==> src/rtl/leaf_kernel_ctrl.sv <==
// leaf_kernel_ctrl
// Per-kernel start/reset/done sequencer between a host and user kernels.
// Each channel synchronises its ap_start bit and detects rising edges. On a
// start event it issues a fixed-width kernel_reset pulse and then enables the
// kernel until it reports done. An optional RUN-state timeout parks the
// channel in an error state with a sticky flag.
//
// Ports
//   clk            : single clock, rising edge
//   reset          : synchronous, active-high
//   ap_start       : [NUM_KERNELS] host start requests (rising edge = start)
//   ap_done_user   : [NUM_KERNELS] kernel completion, only looked at in RUN
//   ap_start_user  : [NUM_KERNELS] kernel enable, high in RUN
//   kernel_reset   : [NUM_KERNELS] per-kernel reset pulse, high in RST
//   ap_done        : [NUM_KERNELS] high in DONE
//   timeout        : [NUM_KERNELS] sticky timeout flag
//   all_idle       : registered AND of every channel's IDLE flag
module leaf_kernel_ctrl #(
  parameter int          NUM_KERNELS        = 1,
  parameter int          SYNC_STAGES        = 2,
  parameter int          RESET_PULSE_CYCLES = 4,
  parameter logic [31:0] TIMEOUT_CYCLES     = 32'd0,
  parameter bit          RESTART_EN         = 1'b0
) (
  input  logic                   clk,
  input  logic                   reset,
  input  logic [NUM_KERNELS-1:0] ap_start,
  input  logic [NUM_KERNELS-1:0] ap_done_user,
  output logic [NUM_KERNELS-1:0] ap_start_user,
  output logic [NUM_KERNELS-1:0] kernel_reset,
  output logic [NUM_KERNELS-1:0] ap_done,
  output logic [NUM_KERNELS-1:0] timeout,
  output logic                   all_idle
);

  localparam int                PCNT_W     = $clog2(RESET_PULSE_CYCLES + 1);
  localparam logic [PCNT_W-1:0] PULSE_LAST = PCNT_W'(RESET_PULSE_CYCLES);
  // Last counter value of a RUN that is about to time out.
  localparam logic [31:0]       RUN_LAST   = TIMEOUT_CYCLES - 32'd1;

  typedef enum logic [2:0] {
    S_IDLE = 3'd0,
    S_RST  = 3'd1,
    S_RUN  = 3'd2,
    S_DONE = 3'd3,
    S_ERR  = 3'd4
  } state_t;

  logic [NUM_KERNELS-1:0] w_idle;
  logic                   r_all_idle;

  genvar g;
  generate
    for (g = 0; g < NUM_KERNELS; g++) begin : g_ch
      logic [SYNC_STAGES-1:0] r_sync;
      logic                   r_sync_prev;
      logic                   r_start_evt;
      state_t                 r_state;
      state_t                 w_state_nx;
      logic [PCNT_W-1:0]      r_pulse_cnt;
      logic [PCNT_W-1:0]      w_pulse_cnt_nx;
      logic [31:0]            r_run_cnt;
      logic [31:0]            w_run_cnt_nx;
      logic                   r_tmo;
      logic                   w_tmo_nx;
      logic                   r_start_user;
      logic                   r_kreset;
      logic                   r_done;
      logic                   w_sync_last;

      assign w_sync_last = r_sync[SYNC_STAGES-1];

      // Synchroniser and registered rising-edge detect. Clearing the chain in
      // reset makes a request held across reset release look like a fresh edge.
      always_ff @(posedge clk) begin
        if (reset) begin
          r_sync      <= '0;
          r_sync_prev <= 1'b0;
          r_start_evt <= 1'b0;
        end else begin
          r_sync[0] <= ap_start[g];
          for (int s = 1; s < SYNC_STAGES; s++) begin
            r_sync[s] <= r_sync[s-1];
          end
          r_sync_prev <= w_sync_last;
          r_start_evt <= w_sync_last & ~r_sync_prev;
        end
      end

      always_comb begin
        w_state_nx     = r_state;
        w_pulse_cnt_nx = r_pulse_cnt;
        w_run_cnt_nx   = r_run_cnt;
        w_tmo_nx       = r_tmo;
        case (r_state)
          S_IDLE: begin
            if (r_start_evt) begin
              w_state_nx     = S_RST;
              w_pulse_cnt_nx = PCNT_W'(1);
              w_tmo_nx       = 1'b0;
            end
          end
          S_RST: begin
            // r_pulse_cnt counts the RST cycles already spent, starting at 1.
            if (r_pulse_cnt == PULSE_LAST) begin
              w_state_nx   = S_RUN;
              w_run_cnt_nx = '0;
            end else begin
              w_pulse_cnt_nx = r_pulse_cnt + PCNT_W'(1);
            end
          end
          S_RUN: begin
            if (RESTART_EN && r_start_evt) begin
              w_state_nx     = S_RST;
              w_pulse_cnt_nx = PCNT_W'(1);
              w_run_cnt_nx   = '0;
              w_tmo_nx       = 1'b0;
            end else if (ap_done_user[g]) begin
              // Completion beats a timeout landing on the same cycle.
              w_state_nx = S_DONE;
            end else if ((TIMEOUT_CYCLES != 32'd0) && (r_run_cnt == RUN_LAST)) begin
              w_state_nx = S_ERR;
              w_tmo_nx   = 1'b1;
            end else if (r_run_cnt != '1) begin
              // Saturate rather than wrap when the timeout is disabled.
              w_run_cnt_nx = r_run_cnt + 32'd1;
            end
          end
          S_DONE, S_ERR: begin
            if (!w_sync_last) begin
              w_state_nx = S_IDLE;
            end
          end
          default: begin
            w_state_nx = S_IDLE;
          end
        endcase
      end

      // Outputs are decoded from the next state so they change on the same
      // edge as the state register.
      always_ff @(posedge clk) begin
        if (reset) begin
          r_state      <= S_IDLE;
          r_pulse_cnt  <= '0;
          r_run_cnt    <= '0;
          r_tmo        <= 1'b0;
          r_start_user <= 1'b0;
          r_kreset     <= 1'b0;
          r_done       <= 1'b0;
        end else begin
          r_state      <= w_state_nx;
          r_pulse_cnt  <= w_pulse_cnt_nx;
          r_run_cnt    <= w_run_cnt_nx;
          r_tmo        <= w_tmo_nx;
          r_start_user <= (w_state_nx == S_RUN);
          r_kreset     <= (w_state_nx == S_RST);
          r_done       <= (w_state_nx == S_DONE);
        end
      end

      assign ap_start_user[g] = r_start_user;
      assign kernel_reset[g]  = r_kreset;
      assign ap_done[g]       = r_done;
      assign timeout[g]       = r_tmo;
      assign w_idle[g]        = (r_state == S_IDLE);
    end
  endgenerate

  always_ff @(posedge clk) begin
    if (reset) begin
      r_all_idle <= 1'b1;
    end else begin
      r_all_idle <= &w_idle;
    end
  end

  assign all_idle = r_all_idle;

endmodule

==> config.mk <==
export PLATFORM = sky130hd
export DESIGN_NAME = leaf_kernel_ctrl
export DESIGN_NICKNAME = d
export VERILOG_FILES = /design/src/rtl/leaf_kernel_ctrl.sv
export SDC_FILE = /design/constraint.sdc
export NUM_CORES = 1
export LEC_CHECK = 0
export CAP_MARGIN = 20
export CORE_MARGIN = 2
export CORE_UTILIZATION = 45
export CTS_BUF_LIST = sky130_fd_sc_hd__clkbuf_4
export DETAILED_ROUTE_END_ITERATION = 16
export GPL_TIMING_DRIVEN = 0
export PLACE_DENSITY = 0.67
export SETUP_SLACK_MARGIN = 0.5
export SYNTH_ARGS = -nofsm -noshare
export SYNTH_HDL_FRONTEND = slang
export SYNTH_SLANG_ARGS = --single-unit
==> constraint.sdc <==
create_clock -name clk -period 2 [get_ports clk]
set_input_delay 0.4 -clock clk [delete_from_list [all_inputs] [get_ports clk]]
set_output_delay 0.4 -clock clk [all_outputs]
set_load 0.05 [all_outputs]
==> impl_metrics.toml, run 1 <==
[synthesis]
dominantRegCellSynth = "dfxtp_1"
yosysTopAreaCell = "dfxtp_1"
yosys-top-cells-count = "dfxtp_1 (14), nor2b_1 (6), inv_1 (4)"
synth.ff_latch_count = 14
netlist_area_um2 = 644
avgSynthCellArea_um2 = 10.7
synth_seq_area_share_pct = 43.5
synthArstFlopShare_pct = 0
synthDistinctLibCells = 33
count_of_flip_flops_with_a_built_in_enable_after_synthesis = 0
syn-instance-count = 60
top_post_synthesis_cells_by_area = "dfxtp_1 (43%), nor2b_1 (5.8%), a32oi_4 (4.3%)"
synth.net_count = 66
count_of_warnings_emitted_by_yosys = 0
yosysTopAreaCellShare_pct = 43.5
synth.most_common_cell = "dfxtp_1"

[cts]
cts-buffers-inserted = 3
cts_h_tree_lvls = 1
numClockSinks = 14
cts-root-to-sink-buffers = 2
cts.reportedPaths.clkPinSlew_ns = 0.09
clock_tree.root_cell = "clkbuf_4"
cts_post_setup_buffers_inserted = 0
cts_tree = "yes"
cts_hold_repair.buffers = 0
clk-insertion-delay-late_ns = 0.28

[timing]
final-max-slew-violation-count = 0
period_needed_ns = 1.42
setup_viol = 0
timing.clock.skew_ns = 0.00798
grt_setup_unrepaired = "false"
finalHoldViolations = 0
finalCritPeriodShare_pct = 70.9
setup_total_neg_slack_ns = 0
tightest_slew_ns = 0.548
timing.slew.headroom_pct = 63.4
max_clock_freq_mhz = 705

[placement]
port_buffers = 7
gp_weighted_congestion = 0.816
post-dp-hpwl_um = 766

[global_routing]
use_met2_pct = 24.1
vias_in_the_first_global_route = 441
grt_pass1_wl_um = 1860
grt.met1_usage_pct = 15.2
global_route.overflow_total = 0
busiest_grt_layer = "met2"
grt_antenna_before_repair = 0
met3_usage_pct = 7.83
groute.usage.overall_pct = 14.4
pin_count_of_the_biggest_net_entering_global_routing = 11

[route]
drtAntennaViolNets = 0
vias = 458
detail_route.drc_violations = 0
dr_wl_cell_um = 12.7
drt_iter0_markers = 5
detail_route.wirelength_um = 1090
drt_pass1_iterations = 4
post_drt_via_cell_ratio = 5.33

[finish]
nets = 78
num_antenna_cells = 0
postLayoutCoreUtil_pct = 56.5
fillers = 132
syn_to_final_growth_pct = 15.5
drive_above_1_share_pct = 28.2
multiInputGateArea_um2 = 327
register_area_um2 = 280

[worst_setup_path]
arrival_ns = 1.59
critical_path_peak_fanout = 4
worst-path-buf-inv = 1
path_delay_family = "compound AO/OA/AOI/OAI gates"
worstSetupEndpointType = "flip-flop"
cp_cell_sequence = "inv_1 > ha_1 > nand3_2 > a32oi_4 > a2111oi_2"
critPathSlowestCell = "dfxtp_1"
crit_required_ns = 2.18
critPathLaunchType = "flip-flop"
path_class = "flip-flop to flip-flop"
critPathMaxStageDelay_ns = 0.39

[pwr]
power-per-cell-area_mw_per_mm2 = 677
static-leakage-power_nw = 0.293
maximum_ir_drop_on_the_vdd_rail_uv = 349

[die]
start_util_pct = 48.9
coreArea_mm2 = 0.00132
rows = 13
design.portCount = 9
chipWidth_um = 41.8
die_h_um = 41.8
die_area_mm2 = 0.00175

[outcome]
run_status = "complete, no violations"

[min_path]
worst_min_path_class = "flip-flop to flip-flop"

[flow_run]
max_cap_viol_count = 0
[stage by stage]
| stage | cell area (µm²) | hold slack [ns] | setup slack, ns | instances | total power, mW |
|---|---|---|---|---|---|
| after global routing | 744 | 0.405 | 0.512 | 86 | 0.528 |
| after detailed placement | 733 | 0.378 | 0.350 | 82 | 0.345 |
| after floorplan | 644 | 0.367 | 0.682 | 60 | 0.331 |
| after global placement | 733 | 0.370 | 0.346 | 82 | 0.344 |
| after CTS | 764 | 0.391 | 0.505 | 86 | 0.506 |
| final | 744 | 0.377 | 0.582 | 86 | 0.504 |
[layer usage]
metal | up-vias | share of wire (%)
met2 | 8 | 51
met5 | - | 0
met1 | 214 | 43
met3 | 4 | 3.7
li1 | 232 | -
met4 | 0 | 2.3
[placed cells by master (no fill, tap or decap), types with 2 or more instances in the layout]
cell type / count
clkdlybuf4s50_1: 3
ha_1: 2
nand4_1: 2
and3_1: 2
inv_1: 4
clkbuf_4: 3
clkbuf_2: 4
nor2b_1: 6
nor2_1: 2
dfxtp_1: 14
nor3_1: 3
[area by class of cell]
| type | count | share of cell area, % |
|---|---|---|
| Buffer | 4 | 3.70 |
| Clock buffer | 3 | 3.03 |
| Clock inverter | 1 | 0.504 |
| Inverter | 4 | 2.02 |
| Multi-Input combinational cell | 38 | 43.9 |
| Sequential cell | 14 | 37.6 |
| Tap cell | 15 | 2.52 |
| Timing Repair Buffer | 7 | 6.72 |
[path summary, 6_finish.rpt]
| path | from | endpoint | slack [ns] | cells past startpoint |
|---|---|---|---|---|
| worst min register to register | g_ch[0].r_sync_prev | g_ch[0].r_start_evt | 0.38 | 1 |
| worst min-delay path | g_ch[0].r_sync_prev | g_ch[0].r_start_evt | 0.38 | 1 |
| worst max register to register | g_ch[0].r_pulse_cnt[0] | kernel_reset | 0.58 | 5 |
| worst max-delay path | g_ch[0].r_pulse_cnt[0] | kernel_reset | 0.58 | 5 |
[where the power goes]
group	total, mW	switching, mW	internal (mW)	leakage [nW]
Clock	0.167	0.0946	0.0724	0.0154
Sequential	0.288	0.00337	0.285	0.114
Combinational	0.0489	0.0258	0.0230	0.164
Total	0.504	0.124	0.380	0.293
[registers in the layout, summed over array words and instances (netlist names)]
signal,count
g_ch.r_state,3
all_idle,1
g_ch.r_sync,2
ap_done,1
g_ch.r_start_evt,1
g_ch.r_pulse_cnt,3
kernel_reset,1
ap_start_user,1
g_ch.r_sync_prev,1
[cells by family (layout without fill, tap and decap cells)]
logic type	after synthesis	in the layout	share of synthesized area [%]
DFF	14	14	43.5
muxes	2	2	4.08
and+or+nand+nor	25	25	28.5
adders and majority gates	2	2	3.88
AOI/OAI and AO/OA	8	8	12.8
buffers and inverters	8	19	6.60
other	1	1	0.582
[timing repair]
action                                  in CTS  in global routing
gates resized for setup                      9                  4
endpoints found under the setup margin       5                  4
gates cloned                                 0                  0
No activity file was read; power rests on OpenSTA's default activity.
==> inputs of run 2 (changes only) <==
Clock period 2 ns to 1.32 ns, I/O delays scaled along.
==> run 2 against run 1 <==
Against the previous run:
- critical path depth shrank 1
- sequential cell count is the same
- final area grew 31%
- largest cell class unchanged
- cell count grew 14%
- clock skew shrank 0.0048 ns
==> impl_metrics.toml, run 2 (synthesis gave the netlist of run 1 again) <==
[outcome]
run_status = "complete, no violations"

[pwr]
maximum_ir_drop_on_the_vdd_rail_uv = 699
finalPower_mw = 0.792
power-per-cell-area_mw_per_mm2 = 810
static-leakage-power_nw = 0.394

[finish]
layout.cells.most_common_list = "buf_4 (10), dfxtp_2 (9), buf_6 (5), dfxtp_1 (5)"
nets = 90
instances_no_fill = 98
num_antenna_cells = 0
reg_top3 = "g_ch.r_pulse_cnt (3), g_ch.r_state (3), g_ch.r_sync (2)"
final_common_cell = "buf_4"
syn_to_final_growth_pct = 51.8
drive_above_1_share_pct = 62.7

[die]
start_util_pct = 48.9
rows = 13
die_area_mm2 = 0.00175
design.portCount = 9
chipWidth_um = 41.8
coreArea_mm2 = 0.00132
die_h_um = 41.8

[route]
met3WireLength_um = 60
post_drt_via_cell_ratio = 5.16
drt_pass1_iterations = 4
dr_wl_cell_um = 13.2
topRoutingLayerUsed = "met4"
detail_route.wirelength_um = 1300
met1_length_um = 573
drt_iter0_markers = 4
route.met2.wl_um = 641
vias = 506
drtAntennaViolNets = 0
detail_route.drc_violations = 0

[cts]
cts-buffers-inserted = 3
numClockSinks = 14
clk-insertion-delay-late_ns = 0.28
cts.reportedPaths.clkPinSlew_ns = 0.09
clock_tree.root_cell = "clkbuf_4"
cts-root-to-sink-buffers = 2
cts_h_tree_lvls = 1
cts_tree = "yes"

[timing]
finalHoldViolations = 0
finalWorstSetupSlack_ns = 0.0326
grt_setup_unrepaired = "true"
worst_hold_slack_ns = 0.385
timing.clock.skew_ns = 0.00319
final-max-slew-violation-count = 0
period_needed_ns = 1.29
max_clock_freq_mhz = 777
setup_viol = 0
finalCritPeriodShare_pct = 97.5

[worst_setup_path]
worstSetupEndpointType = "flip-flop"
path_class = "flip-flop to flip-flop"
arrival_ns = 1.48
cp_cell_sequence = "buf_6 > or2_4 > a32oi_4 > nor4b_4"
crit_path_start = "g_ch[0].r_state[0]"
critPathLaunchType = "flip-flop"
timing.rr.start = "g_ch[0].r_state[0]"
critPathSlowestCell = "dfxtp_2"
critPathMaxStageDelay_ns = 0.33
critical_path_peak_fanout = 4
crit_required_ns = 1.52

[global_routing]
grt_antenna_before_repair = 0
grt_pass1_wl_um = 1790
pin_count_of_the_biggest_net_entering_global_routing = 10
vias_in_the_first_global_route = 444
groute.usage.overall_pct = 13.4
global_route.overflow_total = 0

[placement]
placement.setup.worst_slack_ns = -0.209
place_inst = 82
gp_weighted_congestion = 0.768
port_buffers = 7
post-dp-hpwl_um = 727

[min_path]
worst_min_path_class = "flip-flop to flip-flop"
startpoint_of_the_tightest_hold_check_path = "g_ch[0].r_sync_prev"

[flow_run]
max_cap_viol_count = 0
run 2: power by group:
part	leakage [nW]	switching, mW	internal [mW]
Combinational	0.261	0.0489	0.0561
Sequential	0.117	0.00625	0.433
Clock	0.0154	0.139	0.110
run 2: final timing paths:
| check | endpoint | slack [ns] | depth (start not counted) |
|---|---|---|---|
| min reg2reg | g_ch[0].r_start_evt | 0.38 | 1 |
| max | ap_start_user | 0.03 | 4 |
| max reg2reg | ap_start_user | 0.03 | 4 |
| min | g_ch[0].r_start_evt | 0.38 | 1 |
run 2: repair_timing:
item / CTS / global route
setup endpoints to repair: 17 / 15
pin swaps: 9 / 10
buffers inserted: 4 / 6
resized for setup: 43 / 18
cloned: 2 / 0
hold buffers: 0 / 0
run 2: critical path: cells and delay by family (launching register included):
kind / cells / cell delay [ns]
AOI/OAI and AO/OA: 1 / 0.29
and+or+nand+nor: 2 / 0.47
buffers and inverters: 1 / 0.12
DFF: 1 / 0.33
run 2: cell type report:
cell class                      instances  area, µm²
Multi-Input combinational cell         38        402
Fill cell                              90        339
Sequential cell                        14        292
Timing Repair Buffer                   19        180
Buffer                                  4       45.0
Clock buffer                            3       22.5
Tap cell                               15       18.8
Inverter                                4       15.0
Clock inverter                          1       3.75
run 2: through the flow:
step | area, µm² | util, % | TNS [ns]
2_1_floorplan | 669 | - | 0
3_3_place_gp | 758 | 57.5 | -1.78
3_5_place_dp | 758 | 57.5 | -1.84
4_1_cts | 891 | 67.6 | 0
5_1_grt | 978 | 74.3 | -0.00487
6_report | 978 | 74.3 | 0
run 2: routing by layer:
layer	vias to the layer above	track usage (%)
li1	256	-
met1	232	15.1
met2	14	23.1
met3	4	3.91
met4	0	5.81
met5	-	0
